File: config.mk
export PLATFORM = sky130hd
export DESIGN_NAME = bop_action_capture_flat
export DESIGN_NICKNAME = d
export VERILOG_FILES = /design/src/rtl/bop_pkg.sv /design/src/rtl/bop_action_capture_if.sv /design/src/rtl/bop_edge_detect.sv /design/src/rtl/bop_action_capture.sv /design/src/flat_wrapper.sv
export SDC_FILE = /design/constraint.sdc
export NUM_CORES = 1
export LEC_CHECK = 0
export BUFFER_PORTS_ARGS = -buffer_cell sky130_fd_sc_hd__buf_2
export CORE_AREA = 2 2 39 41
export DETAILED_ROUTE_END_ITERATION = 10
export DIE_AREA = 0 0 41 43
export GPL_ROUTABILITY_DRIVEN = 0
export GPL_TIMING_DRIVEN = 0
export PLACE_DENSITY_LB_ADDON = 0.2
export REMOVE_ABC_BUFFERS = 1
export SYNTH_ARGS = -nofsm -noshare
export SYNTH_HDL_FRONTEND = slang
export SYNTH_SLANG_ARGS = --single-unit
export TNS_END_PERCENT = 10
File: constraint.sdc
create_clock -name clk -period 1 [get_ports clk]
set_input_delay 0.1 -clock clk [delete_from_list [all_inputs] [get_ports clk]]
set_output_delay 0.1 -clock clk [all_outputs]
set_load 0.03 [all_outputs]
File: src/rtl/bop_pkg.sv
// rtl/bop_pkg.sv - shared state enum, default button count and index-width helper
package bop_pkg;

  typedef enum logic [2:0] {
    RELEASE,
    IDLE,
    ARMED,
    HOLD,
    REPORT
  } state_t;

  localparam int DEF_NUM_BTN = 4;

  // clog2 that never returns less than 1, so a single-button build still has an index bit
  function automatic int idx_w(input int n);
    return (n > 2) ? $clog2(n) : 1;
  endfunction

endpackage

File: src/rtl/bop_action_capture_if.sv
// rtl/bop_action_capture_if.sv - action record valid/ready channel to the game FSM
interface bop_action_capture_if
  import bop_pkg::*;
#(
  parameter int NUM_BTN = DEF_NUM_BTN
);
  localparam int ID_W = idx_w(NUM_BTN);

  logic            act_valid;
  logic            act_ready;
  logic [ID_W-1:0] act_id;
  logic            act_multi;
  logic            act_long;

  modport master (
    output act_valid,
    output act_id,
    output act_multi,
    output act_long,
    input  act_ready
  );

  modport slave (
    input  act_valid,
    input  act_id,
    input  act_multi,
    input  act_long,
    output act_ready
  );

endinterface

File: src/rtl/bop_edge_detect.sv
// rtl/bop_edge_detect.sv - registers previous button levels and flags rising edges
module bop_edge_detect
  import bop_pkg::*;
#(
  parameter int NUM_BTN = DEF_NUM_BTN
) (
  input  logic               clk,
  input  logic               rst_n,
  input  logic [NUM_BTN-1:0] btn_db,
  output logic [NUM_BTN-1:0] rise
);

  logic [NUM_BTN-1:0] btn_prev;

  always_ff @(posedge clk or negedge rst_n) begin
    if (!rst_n) begin
      btn_prev <= '0;
    end else begin
      btn_prev <= btn_db;
    end
  end

  assign rise = btn_db & ~btn_prev;

endmodule

File: src/rtl/bop_action_capture.sv
// rtl/bop_action_capture.sv - captures first press in the response window and reports one action record
// Hold timing and long-press detection are built only when BOP_LONG_PRESS_EN is defined.
module bop_action_capture
  import bop_pkg::*;
#(
  parameter int NUM_BTN     = DEF_NUM_BTN,
  parameter int HOLD_CYCLES = 50000000,
  parameter int CNT_W       = 26
) (
  input  logic                  clk,
  input  logic                  rst_n,
  input  logic [NUM_BTN-1:0]    btn_db,
  input  logic                  arm,
  bop_action_capture_if.master  act
);

  localparam int ID_W = idx_w(NUM_BTN);

  if ((64'd1 << CNT_W) <= 64'(HOLD_CYCLES)) begin : g_cnt_w_check
    $error("CNT_W too narrow to count HOLD_CYCLES");
  end

  logic [NUM_BTN-1:0] rise;

  bop_edge_detect #(
    .NUM_BTN (NUM_BTN)
  ) u_edge (
    .clk    (clk),
    .rst_n  (rst_n),
    .btn_db (btn_db),
    .rise   (rise)
  );

  function automatic logic [ID_W-1:0] lowest_idx(input logic [NUM_BTN-1:0] v);
    lowest_idx = '0;
    for (int i = NUM_BTN - 1; i >= 0; i--) begin
      if (v[i]) lowest_idx = ID_W'(i);
    end
  endfunction

  function automatic logic many_set(input logic [NUM_BTN-1:0] v);
    return (v & (v - NUM_BTN'(1))) != '0;
  endfunction

  state_t          state, state_nxt;
  logic            rec_valid, valid_nxt;
  logic [ID_W-1:0] rec_id, id_nxt;
  logic            rec_multi, multi_nxt;

`ifdef BOP_LONG_PRESS_EN
  logic             rec_long, long_nxt;
  logic [CNT_W-1:0] hold_cnt, cnt_nxt;
  logic [NUM_BTN-1:0] other_rise;

  assign other_rise = rise & ~(NUM_BTN'(1) << rec_id);

  always_ff @(posedge clk or negedge rst_n) begin
    if (!rst_n) begin
      rec_long <= 1'b0;
      hold_cnt <= '0;
    end else begin
      rec_long <= long_nxt;
      hold_cnt <= cnt_nxt;
    end
  end
`endif

  always_ff @(posedge clk or negedge rst_n) begin
    if (!rst_n) begin
      state     <= RELEASE;
      rec_valid <= 1'b0;
      rec_id    <= '0;
      rec_multi <= 1'b0;
    end else begin
      state     <= state_nxt;
      rec_valid <= valid_nxt;
      rec_id    <= id_nxt;
      rec_multi <= multi_nxt;
    end
  end

  always_comb begin
    state_nxt = state;
    valid_nxt = rec_valid;
    id_nxt    = rec_id;
    multi_nxt = rec_multi;
`ifdef BOP_LONG_PRESS_EN
    long_nxt  = rec_long;
    cnt_nxt   = hold_cnt;
`endif
    case (state)
      RELEASE: begin
        if (btn_db == '0) state_nxt = IDLE;
      end
      IDLE: begin
        if (arm) state_nxt = ARMED;
      end
      ARMED: begin
        // a rise in the same cycle that arm drops still counts as a capture
        if (rise != '0) begin
          id_nxt    = lowest_idx(rise);
          multi_nxt = many_set(rise);
`ifdef BOP_LONG_PRESS_EN
          long_nxt  = 1'b0;
          cnt_nxt   = '0;
          state_nxt = HOLD;
`else
          valid_nxt = 1'b1;
          state_nxt = REPORT;
`endif
        end else if (!arm) begin
          state_nxt = IDLE;
        end
      end
`ifdef BOP_LONG_PRESS_EN
      HOLD: begin
        if (other_rise != '0) multi_nxt = 1'b1;
        if (hold_cnt >= CNT_W'(HOLD_CYCLES)) begin
          long_nxt  = 1'b1;
          valid_nxt = 1'b1;
          state_nxt = REPORT;
        end else begin
          cnt_nxt = hold_cnt + CNT_W'(1);
          if (!btn_db[rec_id]) begin
            valid_nxt = 1'b1;
            state_nxt = REPORT;
          end
        end
      end
`endif
      REPORT: begin
        if (act.act_ready) begin
          valid_nxt = 1'b0;
          state_nxt = RELEASE;
        end
      end
      default: state_nxt = RELEASE;
    endcase
  end

  assign act.act_valid = rec_valid;
  assign act.act_id    = rec_id;
  assign act.act_multi = rec_multi;
`ifdef BOP_LONG_PRESS_EN
  assign act.act_long  = rec_long;
`else
  assign act.act_long  = 1'b0;
`endif

endmodule

File: src/flat_wrapper.sv
// flat-port wrapper written by rule: the top's interface ports become plain ports
module bop_action_capture_flat import bop_pkg::*;
#(
  parameter int NUM_BTN     = DEF_NUM_BTN,
  parameter int HOLD_CYCLES = 50000000,
  parameter int CNT_W       = 26
)
  (clk, rst_n, btn_db, arm, act_act_valid, act_act_id, act_act_multi, act_act_long, act_act_ready);
  bop_action_capture_if #(.NUM_BTN(NUM_BTN)) act_i ();
  input  logic clk;
  input  logic rst_n;
  input  logic [NUM_BTN-1:0] btn_db;
  input  logic arm;
  output wire logic [$bits(act_i.act_valid)-1:0] act_act_valid;
  output wire logic [$bits(act_i.act_id)-1:0] act_act_id;
  output wire logic [$bits(act_i.act_multi)-1:0] act_act_multi;
  output wire logic [$bits(act_i.act_long)-1:0] act_act_long;
  input wire logic [$bits(act_i.act_ready)-1:0] act_act_ready;
  assign act_act_valid = act_i.act_valid;
  assign act_act_id = act_i.act_id;
  assign act_act_multi = act_i.act_multi;
  assign act_act_long = act_i.act_long;
  assign act_i.act_ready = act_act_ready;
  bop_action_capture #(.NUM_BTN(NUM_BTN), .HOLD_CYCLES(HOLD_CYCLES), .CNT_W(CNT_W)) u_core (.clk(clk), .rst_n(rst_n), .btn_db(btn_db), .arm(arm), .act(act_i));
endmodule
After elaboration in Yosys (flattened, before gate mapping)
Cells that the tools add are included.
{"block": "word_totals", "register_bits": 11, "word_cells": 38, "in_bits": 8}
{"block": "classes", "n_reduce_logical": 8, "muxes": 13, "n_eq_ne": 8, "bitwise": 3, "n_addsub": 1}
{"op": "$mux 3", "count": 5}
{"op": "$pmux 3 s4", "count": 1}
{"op": "$and 4x4->4", "count": 2}
{"op": "$mux 2", "count": 4}
{"op": "$reduce_bool 4->1", "count": 2}
{"op": "$logic_not 4->1", "count": 1}
{"op": "$ne 2x1->1 const B", "count": 2}
{"op": "$ne 2x2->1 const B", "count": 2}
{"op": "$not 4->4", "count": 1}
{"op": "$reduce_and 4->1", "count": 1}
{"op": "$sub 4x1->4 const B", "count": 1}
{"op": "$eq 3x1->1 const B", "count": 1}
{"op": "$eq 3x2->1 const B", "count": 1}
{"op": "$eq 3x3->1 const B", "count": 1}
{"op": "$logic_not 3->1", "count": 1}
{"op": "$ne 3x2->1 const B", "count": 1}
{"op": "$reduce_and 3->1", "count": 1}
{"op": "$mux 1", "count": 2}
{"op": "$pmux 1 s2", "count": 1}
{"op": "$reduce_and 2->1", "count": 1}
{"op": "$reduce_bool 2->1", "count": 1}

Logic depth before layout (Yosys ltp)
{"block": "logic_depth", "ltp_word": 6, "mapped_depth": 4}

Hierarchy
From an unflattened synthesis, not the netlist that was laid out.
{"block": "hier_totals", "hier_cells": 52, "area_unflattened_um2": 585.6}
{"module": "bop_action_capture", "seq_area_each_um2": 175.2, "area_each_um2": 430.4, "instances": 1, "cells_per_inst": 44}
{"module": "bop_edge_detect", "seq_area_each_um2": 100.1, "area_each_um2": 155.1, "instances": 1, "cells_per_inst": 8}

Least setup slack after synthesis
No wires, ideal clock.
{"block": "synth_path", "path_type": "register to register", "from": "register u_core.state[0]", "to": "register u_core.rec_id[0], in the netlist u_core.act.act_id[0]", "t_required_ps": 878, "setup_slack_ps": -62, "synth_period_minus_slack_ps": 1062, "path_buffers": 0, "path_stages_with_launch": 5, "arrival_ps": 940, "path_cell_list": "dfrtp_1 > nand2b_4 > nor2_8 > nand2_2 > a32o_1"}
{"block": "synth_between", "elab_chain_len": 2}
{"item": "start, declared", "line": "bop_action_capture.sv:45", "rtl": "state_t state, state_nxt;"}
{"item": "start signal, assigned", "line": "bop_action_capture.sv:75", "rtl": "state <= state_nxt;"}
{"item": "$eq 3x2->1", "line": "bop_action_capture.sv:91", "rtl": "case (state)"}
{"item": "$reduce_and 2->1 (no line)"}
{"item": "end signal, assigned", "line": "bop_action_capture.sv:77", "rtl": "rec_id <= id_nxt;"}
{"item": "end, declared", "line": "bop_action_capture.sv:47", "rtl": "logic [ID_W-1:0] rec_id, id_nxt;"}
Every way passes these cells.
A chain may end at the register's enable or synchronous reset.

Final worst setup path
{"block": "layout_path", "from": "register u_core.u_edge.btn_prev[0]", "to": "register u_core.rec_multi, in the netlist u_core.act.act_multi"}
{"block": "layout_between", "elab_chain_len": 5, "elab_cells_between_ends": 7, "cone_classes": "add/sub (1); bitwise (3); reduce/logical (3)"}
{"item": "start, declared", "line": "bop_edge_detect.sv:13", "rtl": "logic [NUM_BTN-1:0] btn_prev;"}
{"item": "start signal, assigned", "line": "bop_edge_detect.sv:19", "rtl": "btn_prev <= btn_db;"}
{"item": "$not 4->4 (*)", "line": "bop_edge_detect.sv:23", "rtl": "assign rise = btn_db & ~btn_prev;"}
{"item": "$and 4x4->4 (*)", "line": "bop_edge_detect.sv:23"}
{"item": "$sub 4x1->4", "line": "bop_action_capture.sv:42", "rtl": "return (v & (v - NUM_BTN'(1))) != '0;"}
{"item": "$and 4x4->4", "line": "bop_action_capture.sv:42"}
{"item": "$reduce_bool 4->1", "line": "bop_action_capture.sv:42"}
{"item": "end signal, assigned", "line": "bop_action_capture.sv:78", "rtl": "rec_multi <= multi_nxt;"}
{"item": "end, declared", "line": "bop_action_capture.sv:48", "rtl": "logic rec_multi, multi_nxt;"}
Every way passes the cells marked *; elsewhere a longest branch is shown, timed or not.

==> impl_metrics.ini <==
[run_status]
status = complete, but fails checks
failed_checks = negative setup slack

[layout]
regArea_um2 = 278
stdcell_count = 86
multiInputGateArea_um2 = 275
synthToLayoutAreaGrowth_pct = 40.9
num-fill-cells = 147
final_net_count = 79
drive_above_1_share_pct = 45.7
num_antenna_cells = 0

[placed_design]
hpwlAfterDp_um = 664
placed_cells = 73
io_buffer_count = 11

[synth]
synthCells = 47
ys_top_cells_by_count = dfrtp_1, nand2_1, nand2b_2
async_flop_share_pct = 100
synthFlopType = dfrtp_1
syn_avg_cell_area_um2 = 11.2
synth-seq-area-share_pct = 52.3
yosysTopAreaCellShare_pct = 52.3
yosys_register_bits = 11
yosysWarnings = 0
synth_edf_count = 0
syn_area_um2 = 527
ys_types = 26
synth_most_common_cell = dfrtp_1
synth_area_leaders = dfrtp_1, nand2b_2, a32o_1
netlist.top_cell.by_area = dfrtp_1

[clocking]
htreeDepth = 1
cts_tree = built
numCtsBuffers = 3
clockRootBuffer = clkbuf_4
clkTransAtPathRegs_ns = 0.08
clk_path_buf_depth = 2
clkLatencyLatePin_ns = 0.27
cts_sinks = 11

[route]
highest_layer = met4
met1_length_um = 476
ant_nets = 0
num_vias = 437
wl_met3_um = 45
drc_errors = 0
route.met2.wl_um = 451
drtPass1Iterations = 4
vias_per_cell = 5.08
routed_wl_um = 983
drt-initial-drc-count = 2
wl_per_cell_um = 11.4

[timing]
fin_crit_ns = 1.05
hold_violations = 0
clock.fmax_mhz = 957
rsz0062_at_grt = yes
slew_viol_final = 0
fin_crit_sh_pct = 105
setup_ws_ns = -0.0453
finClkSkew_ns = 0.00684
setup_violations = 5

[worst_hold_path]
min_to = u_core.state[0]
hold_path_depth = 2
holdCritStartpoint = arm
hold_path.class = input port to flip-flop

[power]
p_leak_uw = 0.000350
powerDensity_nw_per_um2 = 2280
vdd.ir_drop.worst_mv = 1.28
total_power_uw = 1690

[worst_setup_path]
crit_arrival_ns = 1.20
r2r_slack_ns = -0.05
worstPathRequired_ns = 1.16
crit_fanout = 6
startpoint_type = flip-flop
rr_startpoint = u_core.u_edge.btn_prev[0]
criticalPathCategory = flip-flop to flip-flop
cp-end-kind = flip-flop
rr_worst_depth = 4
r2r_end = u_core.act.act_multi

[floorplan]
core_area_um2 = 1380
die_x_um = 41
io_pins = 13
die_height_um = 43
start_util_pct = 38.1
placementRows = 14
dieArea_um2 = 1760

[global_routing]
grt_usage_pct = 15.1
grt_max_degree = 12
grt_pass1_vias = 405
grt_pass1_wl_um = 1760
antenna_found_initial = 0
grt-ovfl-total = 0

[job]
drv_cap = 0
power by group:
group	total (uW)	switching, uW	internal (uW)
clock	310	156	154
combinational	700	397	303
sequential	679	105	575
total	1690	657	1030
worst max path at each step:
| stage | startpoint | end | cells past startpoint |
|---|---|---|---|
| finish | u_core.u_edge.btn_prev[0] | u_core.act.act_multi | 4 |
| CTS | u_core.state[0] | u_core.act.act_multi | 4 |
| global placement | u_core.state[0] | u_core.act.act_multi | 4 |
| floorplan | u_core.state[0] | u_core.act.act_id[0] | 4 |
| global route | u_core.u_edge.btn_prev[1] | u_core.act.act_id[0] | 4 |
| detailed placement | u_core.state[0] | u_core.act.act_multi | 4 |
layout by cell type (no fill, tap or decap), drive strengths merged, types with 2 or more instances in the layout:
master,count
dlygate4sd3,5
clkbuf,4
a32o,2
a21oi,2
o21ai,2
nand2b,6
o211ai,2
inv,2
buf,15
nor2,3
nand2,6
dfrtp,11
area by class of cell:
| class | count | area share (%) |
|---|---|---|
| multi-input combinational | 33 | 37.1 |
| sequential | 11 | 37.4 |
| clock buffer | 4 | 3.54 |
| timing repair buffer | 20 | 18.2 |
| inverter | 2 | 1.01 |
| tap | 16 | 2.70 |
stage by stage:
| step | hold WS, ns | setup WS [ns] | util (%) | instance area, um^2 | setup TNS [ns] |
|---|---|---|---|---|---|
| final | 0.0482 | -0.0453 | 53.6 | 742 | -0.135 |
| after global routing | 0.0538 | -0.0977 | 53.6 | 742 | -0.497 |
| after CTS | 0.00527 | -0.0551 | 52.6 | 728 | -0.149 |
| after detailed placement | -0.0176 | -0.130 | 42.9 | 594 | -0.449 |
| after global placement | -0.0179 | -0.131 | 42.9 | 594 | -0.474 |
| after floorplan | -0.196 | -0.0620 | - | 519 | -0.151 |
registers in the layout, indices dropped and copies added (netlist names):
| signal | flops |
|---|---|
| u_core.act.act_id | 2 |
| u_core.act.act_valid | 1 |
| u_core.u_edge.btn_prev | 4 |
| u_core.state | 3 |
| u_core.act.act_multi | 1 |
per-layer routing:
| metal | vias to the layer above | track usage [%] |
|---|---|---|
| li1 | 214 | - |
| met1 | 207 | 22.9 |
| met2 | 14 | 18.4 |
| met3 | 2 | 4.71 |
| met4 | 0 | 8.00 |
| met5 | - | 0 |
cell families after synthesis:
kind of cell    count (synthesis)  synth area share, %
simple gates                   20                 26.6
compound gates                 12                 17.6
flops                          11                 52.3
buf+inv                         3                 2.85
other cells                     1                0.712
worst max-delay path, stage by stage (launching register included):
cell      delay, ns
dfrtp_1        0.33
nand2b_4       0.15
a21o_1         0.11
o211ai_1       0.08
a32o_1         0.26
timing repair:
action,4_1_cts,5_1_grt
endpoints found under the hold margin,14,1
hold buffers,4,1
setup buffers,4,0
pin swaps,4,2
resized for setup,9,1
setup endpoints to repair,7,7
No activity file was read; power rests on OpenSTA's default activity.
